`src/rtl/tl_pkg.sv`:
```
// Shared types and helpers for the traffic-light lamp monitor.
package tl_pkg;

    // Decoded colour of one direction's lamp vector.
    // COL_NONE only exists as the "nothing seen yet" value after clear.
    typedef enum logic [2:0] {
        COL_NONE    = 3'd0,
        COL_RED     = 3'd1,
        COL_YELLOW  = 3'd2,
        COL_GREEN   = 3'd3,
        COL_ILLEGAL = 3'd4
    } colour_t;

    // Lamp vectors ordered {red, yellow, green}
    localparam logic [2:0] LAMP_RED    = 3'b100;
    localparam logic [2:0] LAMP_YELLOW = 3'b010;
    localparam logic [2:0] LAMP_GREEN  = 3'b001;

    // Exactly one lamp on maps to a colour; any other vector is illegal.
    function automatic colour_t decode_lamps(input logic [2:0] lamps);
        colour_t col;
        case (lamps)
            LAMP_RED:    col = COL_RED;
            LAMP_YELLOW: col = COL_YELLOW;
            LAMP_GREEN:  col = COL_GREEN;
            default:     col = COL_ILLEGAL;
        endcase
        return col;
    endfunction

endpackage

```
`src/rtl/tl_lamp_tracker.sv`:
```
// Per-direction tracker: decodes the lamp vector, remembers the previous
// colour, counts segment dwell and reports per-sample violations as
// combinational strobes. The parent registers them.
module tl_lamp_tracker
    import tl_pkg::*;
#(
    parameter int GREEN_CYCLES  = 30,
    parameter int YELLOW_CYCLES = 5,
    parameter int DW_W          = 8
) (
    input  logic       clk,
    input  logic       clear,
    input  logic       red,
    input  logic       yellow,
    input  logic       green,
    output logic [2:0] colour,
    output logic       illegal_code,
    output logic       bad_trans,
    output logic       bad_dwell,
    output logic       rise_to_green
);

    localparam logic [DW_W-1:0] GREEN_DW  = DW_W'(GREEN_CYCLES);
    localparam logic [DW_W-1:0] YELLOW_DW = DW_W'(YELLOW_CYCLES);
    localparam logic [DW_W-1:0] DW_MAX    = '1;

    colour_t         prev_reg, prev_next;
    logic [DW_W-1:0] dwell_reg, dwell_next;
    logic            armed_reg, armed_next;

    colour_t cur_col;
    logic    cur_illegal;
    logic    prev_legal;
    logic    legal_change;
    logic    legal_step;

    // State register: previous colour, dwell counter, armed bit
    always_ff @(posedge clk) begin
        if (clear) begin
            prev_reg  <= COL_NONE;
            dwell_reg <= '0;
            armed_reg <= 1'b0;
        end else begin
            prev_reg  <= prev_next;
            dwell_reg <= dwell_next;
            armed_reg <= armed_next;
        end
    end

    // Classify the current sample relative to the stored colour
    always_comb begin
        cur_col      = decode_lamps({red, yellow, green});
        cur_illegal  = (cur_col == COL_ILLEGAL);
        prev_legal   = (prev_reg == COL_RED) || (prev_reg == COL_YELLOW) ||
                       (prev_reg == COL_GREEN);
        // A change between two legal colours; NONE/ILLEGAL predecessors are exempt
        legal_change = !cur_illegal && prev_legal && (cur_col != prev_reg);
        legal_step   = ((prev_reg == COL_RED)    && (cur_col == COL_GREEN))  ||
                       ((prev_reg == COL_GREEN)  && (cur_col == COL_YELLOW)) ||
                       ((prev_reg == COL_YELLOW) && (cur_col == COL_RED));
    end

    // Next-state: dwell counts samples of the current colour, armed marks a
    // segment that began with a legal-to-legal change (so its length is trusted)
    always_comb begin
        prev_next  = cur_col;
        dwell_next = 1'b1;
        armed_next = armed_reg;
        if (cur_col == prev_reg) begin
            dwell_next = (dwell_reg == DW_MAX) ? dwell_reg : dwell_reg + 1'b1;
        end else begin
            dwell_next = DW_W'(1);
        end
        if (cur_illegal) begin
            armed_next = 1'b0;
        end else if (legal_change) begin
            armed_next = 1'b1;
        end
    end

    // Output strobes for the current sample
    always_comb begin
        colour        = cur_col;
        illegal_code  = cur_illegal;
        bad_trans     = legal_change && !legal_step;
        bad_dwell     = legal_change && armed_reg &&
                        (((prev_reg == COL_GREEN)  && (dwell_reg != GREEN_DW)) ||
                         ((prev_reg == COL_YELLOW) && (dwell_reg != YELLOW_DW)));
        rise_to_green = legal_change && (prev_reg == COL_RED) && (cur_col == COL_GREEN);
    end

endmodule

```
`src/rtl/tl_monitor.sv`:
```
// Passive protocol checker for the traffic-light controller's lamp outputs.
// Index 0 tracks the NS direction, index 1 the WE direction.
module tl_monitor
    import tl_pkg::*;
#(
    parameter int GREEN_CYCLES  = 30,
    parameter int YELLOW_CYCLES = 5,
    parameter int DW_W          = 8,
    parameter int CNT_W         = 16
) (
    input  logic             clk,
    input  logic             clear,
    input  logic             RED_NS,
    input  logic             YELLOW_NS,
    input  logic             GREEN_NS,
    input  logic             RED_WE,
    input  logic             YELLOW_WE,
    input  logic             GREEN_WE,
    output logic             err_code,
    output logic             err_trans,
    output logic             err_dwell,
    output logic             err_conflict,
    output logic             err_any,
    output logic             cycle_done,
    output logic [CNT_W-1:0] cycle_count
);

    localparam logic [CNT_W-1:0] CNT_MAX = '1;

    logic [2:0] lamps      [2];
    logic [2:0] colour     [2];
    logic [1:0] illegal_code;
    logic [1:0] bad_trans;
    logic [1:0] bad_dwell;
    logic [1:0] rise_to_green;
    logic [1:0] is_go;

    logic             err_code_reg, err_trans_reg, err_dwell_reg, err_conflict_reg;
    logic             cycle_done_reg;
    logic [CNT_W-1:0] cycle_count_reg;

    assign lamps[0] = {RED_NS, YELLOW_NS, GREEN_NS};
    assign lamps[1] = {RED_WE, YELLOW_WE, GREEN_WE};

    genvar gi;
    generate
        for (gi = 0; gi < 2; gi++) begin : g_dir
            tl_lamp_tracker #(
                .GREEN_CYCLES  (GREEN_CYCLES),
                .YELLOW_CYCLES (YELLOW_CYCLES),
                .DW_W          (DW_W)
            ) u_tracker (
                .clk           (clk),
                .clear         (clear),
                .red           (lamps[gi][2]),
                .yellow        (lamps[gi][1]),
                .green         (lamps[gi][0]),
                .colour        (colour[gi]),
                .illegal_code  (illegal_code[gi]),
                .bad_trans     (bad_trans[gi]),
                .bad_dwell     (bad_dwell[gi]),
                .rise_to_green (rise_to_green[gi])
            );
            // Non-red means a decoded green or yellow; ILLEGAL is not counted
            assign is_go[gi] = (colour[gi] == COL_GREEN) || (colour[gi] == COL_YELLOW);
        end
    endgenerate

    // Sticky error flags and the NS cycle pulse/counter
    always_ff @(posedge clk) begin
        if (clear) begin
            err_code_reg     <= 1'b0;
            err_trans_reg    <= 1'b0;
            err_dwell_reg    <= 1'b0;
            err_conflict_reg <= 1'b0;
            cycle_done_reg   <= 1'b0;
            cycle_count_reg  <= '0;
        end else begin
            err_code_reg     <= err_code_reg     | (|illegal_code);
            err_trans_reg    <= err_trans_reg    | (|bad_trans);
            err_dwell_reg    <= err_dwell_reg    | (|bad_dwell);
            err_conflict_reg <= err_conflict_reg | (&is_go);
            cycle_done_reg   <= rise_to_green[0];
            if (rise_to_green[0] && (cycle_count_reg != CNT_MAX)) begin
                cycle_count_reg <= cycle_count_reg + 1'b1;
            end
        end
    end

    // Drive outputs from the registered state
    always_comb begin
        err_code     = err_code_reg;
        err_trans    = err_trans_reg;
        err_dwell    = err_dwell_reg;
        err_conflict = err_conflict_reg;
        err_any      = err_code_reg | err_trans_reg | err_dwell_reg | err_conflict_reg;
        cycle_done   = cycle_done_reg;
        cycle_count  = cycle_count_reg;
    end

endmodule

```
`config.mk`:
```
export PLATFORM = sky130hd
export DESIGN_NAME = tl_monitor
export DESIGN_NICKNAME = d
export VERILOG_FILES = /design/src/rtl/tl_pkg.sv /design/src/rtl/tl_lamp_tracker.sv /design/src/rtl/tl_monitor.sv
export SDC_FILE = /design/constraint.sdc
export NUM_CORES = 1
export LEC_CHECK = 0
export BUFFER_PORTS_ARGS = -buffer_cell sky130_fd_sc_hd__buf_2
export CAP_MARGIN = 20
export CORE_MARGIN = 10
export CORE_UTILIZATION = 59
export CTS_BUF_LIST = sky130_fd_sc_hd__clkbuf_2 sky130_fd_sc_hd__clkbuf_4 sky130_fd_sc_hd__clkbuf_8
export CTS_CLUSTER_DIAMETER = 120
export DETAILED_ROUTE_END_ITERATION = 12
export PLACE_DENSITY = 0.81
export SYNTH_ARGS = -nofsm -noshare
export SYNTH_HDL_FRONTEND = slang
export SYNTH_SLANG_ARGS = --single-unit
export TNS_END_PERCENT = 20
```
`constraint.sdc`:
```
create_clock -name clk -period 2.3 [get_ports clk]
set_clock_uncertainty 0.2 [all_clocks]
set_input_delay 0.115 -clock clk [delete_from_list [all_inputs] [get_ports clk]]
set_output_delay 0.115 -clock clk [all_outputs]
set_load 0.005 [all_outputs]
```
==> results.json, run 1 <==
{
  "place_hpwl_mm": 3.69,
  "ys_ff_latch": 45,
  "yosysWarnings": 0,
  "pin_count": 30,
  "synth_cell_types": 50,
  "io_buffers": 29,
  "start_util_pct": 61.8,
  "fillers": 357,
  "diodes": 0,
  "gp_congestion": 0.814,
  "setup-violations-final": 0,
  "clock-sinks": 45,
  "netlist_area_um2": 2490,
  "routed-via-count": 2155,
  "maxSlewViolCount": 0,
  "p_leak_nw": 1.03,
  "place_area_um2": 2650,
  "track_usage_pct": 13.6,
  "synth_edf_count": 0,
  "routedWlPerCell_um": 13.7,
  "max_clock_freq_ghz": 0.458,
  "wirelength_mm": 5.09,
  "syn_area_per_cell_um2": 8.52,
  "end_kind": "flip-flop",
  "postCtsSetupBuffers": 0,
  "via_per_inst": 5.81,
  "route.detailed.drc": 0,
  "start_kind": "flip-flop",
  "finalHoldViolCount": 0,
  "gr-total-overflow": 0,
  "core-area_um2": 4030,
  "finalInstanceArea_um2": 2790,
  "worstPathRequired_ns": 2.30,
  "numCtsBuffers": 5,
  "grt_max_degree": 39,
  "synth_nets": 307,
  "critPathArrivalTime_ns": 2.18,
  "ys_seq_area_share_pct": 36.2,
  "drive_gt1_share_pct": 15.3,
  "power_density_nw_per_um2": 522,
  "critical_path_class": "flip-flop to flip-flop",
  "cts_root_buf": "clkbuf_8",
  "clock_latency_ns": 0.30,
  "status": "completed",
  "slew_headroom_pct": 56.7,
  "synth_async_sr_flop_share_pct": 0,
  "ys_top_cells_by_area": "dfxtp_1 (36%), xnor2_1 (6.7%), nor2_1 (6.5%)",
  "drv_cap": 0,
  "holdWs_ns": 0.0489,
  "die-height_um": 84.9,
  "fin_tns_setup_ns": 0,
  "h-tree-depth": 2,
  "detail_route.first_pass.iterations": 4,
  "grt_pass1_wl_mm": 8.58,
  "row_count": 23,
  "synth_top_area_share_pct": 36.2,
  "syn_to_final_growth_pct": 12.0,
  "cts_tree": "done",
  "power_mw": 1.45,
  "vdd.ir_drop.worst_mv": 0.426,
  "fin_crit_ns": 2.18,
  "fin_nets": 335,
  "path_max_fanout": 7,
  "netlist.top_cell.by_area": "dfxtp_1",
  "utilization_pct": 69.2,
  "clk_pin_slew_worst_paths_ns": 0.09,
  "synth_flop_cell": "dfxtp_1",
  "ant_nets": 0,
  "netlist_instances": 292,
  "tightest_slew_ns": 0.649,
  "worst_hold_path_type": "input pin to flip-flop",
  "first_global_vias": 1967,
  "clk_path_buf_depth": 2,
  "drt-initial-drc-count": 93,
  "die_area_um2": 7220,
  "die_w_um": 84.9,
  "grt_antenna_before_repair": 0,
  "final.period_utilization_pct": 94.8
}
## layer usage
layer / wire (um) / vias to the layer above / track usage, %
li1: - / 1106 / -
met1: 2290 / 987 / 15.2
met2: 2410 / 50 / 23.3
met3: 280 / 12 / 4.30
met4: 110 / 0 / 5.84
met5: 0 / - / 0
## cells in the final DEF, fill, tap and decap left out, types with 3 or more instances in the layout
cell type	count
clkbuf_8	6
a31oi_1	7
nor4_1	5
nor4bb_1	4
a21oi_1	9
nor3_1	8
dlygate4sd3_1	4
nor2_1	43
buf_2	29
o21ai_0	7
xor2_1	8
nor4b_1	6
nand2b_1	5
and4_1	3
a211oi_1	8
xnor2_1	19
and2_1	3
ha_1	7
inv_1	10
nor3b_1	5
dfxtp_1	45
nand2_1	17
nor2b_1	5
nand4_1	12
buf_4	4
nand3_1	11
## cells by family (layout without fill, tap and decap cells)
logic type / after synthesis / in the layout / synth area share (%)
AO/OA/AOI/OAI: 39 / 39 / 10.1
multiplexers: 2 / 2 / 1.01
flip-flops: 45 / 45 / 36.2
adder cells (fa/ha/maj): 9 / 9 / 4.32
buffers and inverters: 26 / 55 / 4.78
XOR/XNOR: 27 / 27 / 9.50
AND/OR/NAND/NOR: 144 / 144 / 34.1
## critical path, stage by stage (launching register included)
cell and delay [ns]:
dfxtp_1 0.43, ha_1 0.19, nand3_1 0.28, nor4_2 0.45, nor4_4 0.12, nand3_1 0.13
mux2_4 0.30
## power breakdown
part           total [mW]  switching [mW]  internal (mW)
Clock               0.511           0.267          0.244
Sequential          0.811          0.0176          0.793
Combinational       0.133          0.0757         0.0573
Total                1.45           0.361           1.09
## worst paths after layout
path,startpoint,end,slack [ns],depth (start not counted)
max,cycle_count[0]$_SDFFE_PP0P_,cycle_count[13]$_SDFFE_PP0P_,0.12,6
min,GREEN_NS,g_dir[0].u_tracker.prev_reg[0]$_SDFF_PP0_,0.05,3
max reg2reg,cycle_count[0]$_SDFFE_PP0P_,cycle_count[13]$_SDFFE_PP0P_,0.12,6
min reg2reg,err_code$_SDFF_PP0_,err_code$_SDFF_PP0_,0.28,2
## Yosys cell counts (all sizes together), types with 2 or more instances
cell and n:
and4 3, maj3 2, nor4b 7, ha 7, nand3 11, a31oi 7
buf 8, inv 10, nand4 12, nor4bb 4, nor3 8, nor2b 5
xnor2 19, a21oi 9, o21ai 7, dfxtp 45, o41ai 2, nand2 18
and2 3, clkbuf 8, nor2 44, xor2 8, or3 2, nor3b 5
nor4 8, or4b 2, a211oi 8, nand2b 5
## through the flow
stage / setup WS (ns) / cells
2_1_floorplan: 0.292 / 292
3_3_place_gp: 0.226 / 359
3_5_place_dp: 0.146 / 359
4_1_cts: 0.124 / 371
5_1_grt: -0.0226 / 371
6_report: 0.119 / 371
## final cells by class
type                    instances  area, um^2  area share (%)
flip-flops and latches         45         901            32.3
multi-input cells             221        1480            52.9
inverters                      10        37.5            1.35
repair buffers                 37         215            7.72
clock inverters                 2        13.8           0.494
clock buffers                   6        82.6            2.96
well taps                      50        62.6            2.24
## timing repair
item / 4_1_cts / 5_1_grt
hold endpoints to repair: 4 / 0
endpoints found under the setup margin: 0 / 6
hold buffers: 4 / 0
resized for setup: 0 / 1
Power figures use the tool's default switching activity.
==> run 2: changes to the inputs <==
--- a/config.mk
+++ b/config.mk
@@ -8,11 +8,11 @@
 export BUFFER_PORTS_ARGS = -buffer_cell sky130_fd_sc_hd__buf_2
 export CAP_MARGIN = 20
 export CORE_MARGIN = 10
-export CORE_UTILIZATION = 59
+export CORE_UTILIZATION = 55
 export CTS_BUF_LIST = sky130_fd_sc_hd__clkbuf_2 sky130_fd_sc_hd__clkbuf_4 sky130_fd_sc_hd__clkbuf_8
 export CTS_CLUSTER_DIAMETER = 120
 export DETAILED_ROUTE_END_ITERATION = 12
-export PLACE_DENSITY = 0.81
+export PLACE_DENSITY = 0.76
 export SYNTH_ARGS = -nofsm -noshare
 export SYNTH_HDL_FRONTEND = slang
 export SYNTH_SLANG_ARGS = --single-unit
==> run 2 against run 1 <==
Core utilization shrank 5.1 points. Largest power group unchanged. Combinational power is essentially flat. Critical path type unchanged. Sequential share of layout area shrank 0.058 points. Critical endpoint unchanged. Fmax grew 0.49%.
==> results.json, run 2 (same netlist as run 1, synthesis figures left out) <==
{
  "finalInstanceArea_um2": 2790,
  "first_global_vias": 1943,
  "worst_hold_path_type": "input pin to flip-flop",
  "worst_slack_ns": 0.129,
  "die_w_um": 87.3,
  "power_mw": 1.46,
  "row_count": 24,
  "wirelength_mm": 5.12,
  "drive_gt1_share_pct": 15.5,
  "cts_root_buf": "clkbuf_8",
  "diodes": 0,
  "place_hpwl_mm": 3.67,
  "h-tree-depth": 2,
  "route.detailed.drc": 0,
  "gr-total-overflow": 0,
  "end_kind": "flip-flop",
  "tightest_slew_ns": 0.653,
  "finalHoldViolCount": 0,
  "fin_nets": 336,
  "power_density_nw_per_um2": 522,
  "worstPathRequired_ns": 2.29,
  "p_leak_nw": 1.03,
  "detail_route.first_pass.iterations": 4,
  "die-height_um": 87.3,
  "io_buffers": 29,
  "final_cell_mix": "dfxtp_1 (45), nor2_1 (43), buf_2 (29)",
  "start_kind": "flip-flop",
  "start_util_pct": 57.2,
  "gp_congestion": 0.801,
  "clk_path_buf_depth": 2,
  "dp_cells": 362,
  "clock-sinks": 45,
  "drt-initial-drc-count": 76,
  "grt_antenna_before_repair": 0,
  "ant_nets": 0,
  "routedWlPerCell_um": 13.7,
  "via_per_inst": 5.68,
  "clock_latency_ns": 0.30,
  "clk_pin_slew_worst_paths_ns": 0.08,
  "routed-via-count": 2123,
  "critPathArrivalTime_ns": 2.16,
  "place_area_um2": 2660,
  "critical_path_class": "flip-flop to flip-flop",
  "holdWs_ns": 0.0207,
  "track_usage_pct": 13.4,
  "grt_pass1_wl_mm": 8.61,
  "status": "completed",
  "cts_tree": "done",
  "vdd.ir_drop.worst_mv": 0.388,
  "fin_crit_ns": 2.17,
  "postCtsSetupBuffers": 0,
  "instances_no_fill": 374,
  "max_clock_freq_ghz": 0.461,
  "fillers": 375,
  "grt_max_degree": 39,
  "slew_headroom_pct": 56.5,
  "final.period_utilization_pct": 94.4,
  "numCtsBuffers": 5,
  "maxSlewViolCount": 0,
  "syn_to_final_growth_pct": 12.2,
  "drv_cap": 0,
  "rsz0062_at_grt": "true",
  "final_common_cell": "dfxtp_1",
  "core-area_um2": 4350,
  "post-place-ws_ns": 0.131,
  "pin_count": 30,
  "path_max_fanout": 7,
  "setup-violations-final": 0,
  "die_area_um2": 7620
}
## run 2: metrics by stage
stage	TNS, ns	utilization (%)
6_report	0	64.1
5_1_grt	-0.0384	64.1
2_1_floorplan	0	-
3_5_place_dp	0	61.0
3_3_place_gp	0	61.0
4_1_cts	0	64.0
## run 2: final cells by class
| type | instances | area (um^2) | area share (%) |
|---|---|---|---|
| clock buffers | 8 | 91.3 | 3.27 |
| inverters | 10 | 37.5 | 1.34 |
| repair buffers | 38 | 223 | 7.97 |
| flip-flops and latches | 45 | 901 | 32.3 |
| multi-input cells | 221 | 1480 | 52.8 |
| well taps | 52 | 65.1 | 2.33 |
## run 2: repair_timing
action / CTS / global route
setup endpoints to repair: 0 / 7
resized for setup: 0 / 1
hold buffers: 4 / 0
endpoints found under the hold margin: 4 / 0
## run 2: report_power, final
part	internal, mW	switching (mW)	total (mW)
Clock	0.252	0.260	0.512
Sequential	0.793	0.0184	0.812
Combinational	0.0571	0.0757	0.133
Total	1.10	0.354	1.46
## run 2: worst paths after layout
check / start / end / cells after the start / slack (ns)
worst max register to register: cycle_count[0]$_SDFFE_PP0P_ / cycle_count[13]$_SDFFE_PP0P_ / 6 / 0.13
worst max-delay path: cycle_count[0]$_SDFFE_PP0P_ / cycle_count[13]$_SDFFE_PP0P_ / 6 / 0.13
worst min-delay path: GREEN_NS / g_dir[0].u_tracker.prev_reg[0]$_SDFF_PP0_ / 3 / 0.02
worst min register to register: err_code$_SDFF_PP0_ / err_code$_SDFF_PP0_ / 2 / 0.29
## run 2: routing by layer
metal	routed length (um)	global-route usage (%)	vias up	share of wire [%]
met5	0	0	-	0
met3	265	3.56	8	5.2
met2	2390	21.3	35	47
met4	84	6.23	0	1.6
li1	-	-	1100	-
met1	2380	16.5	980	46
## run 2: worst max-delay path, stage by stage (launching register included)
cell and delay (ns):
dfxtp_1 0.42, ha_1 0.19, nand3_1 0.26, nor4_2 0.45, nor4_4 0.11, nand3_1 0.13, mux2_4 0.30
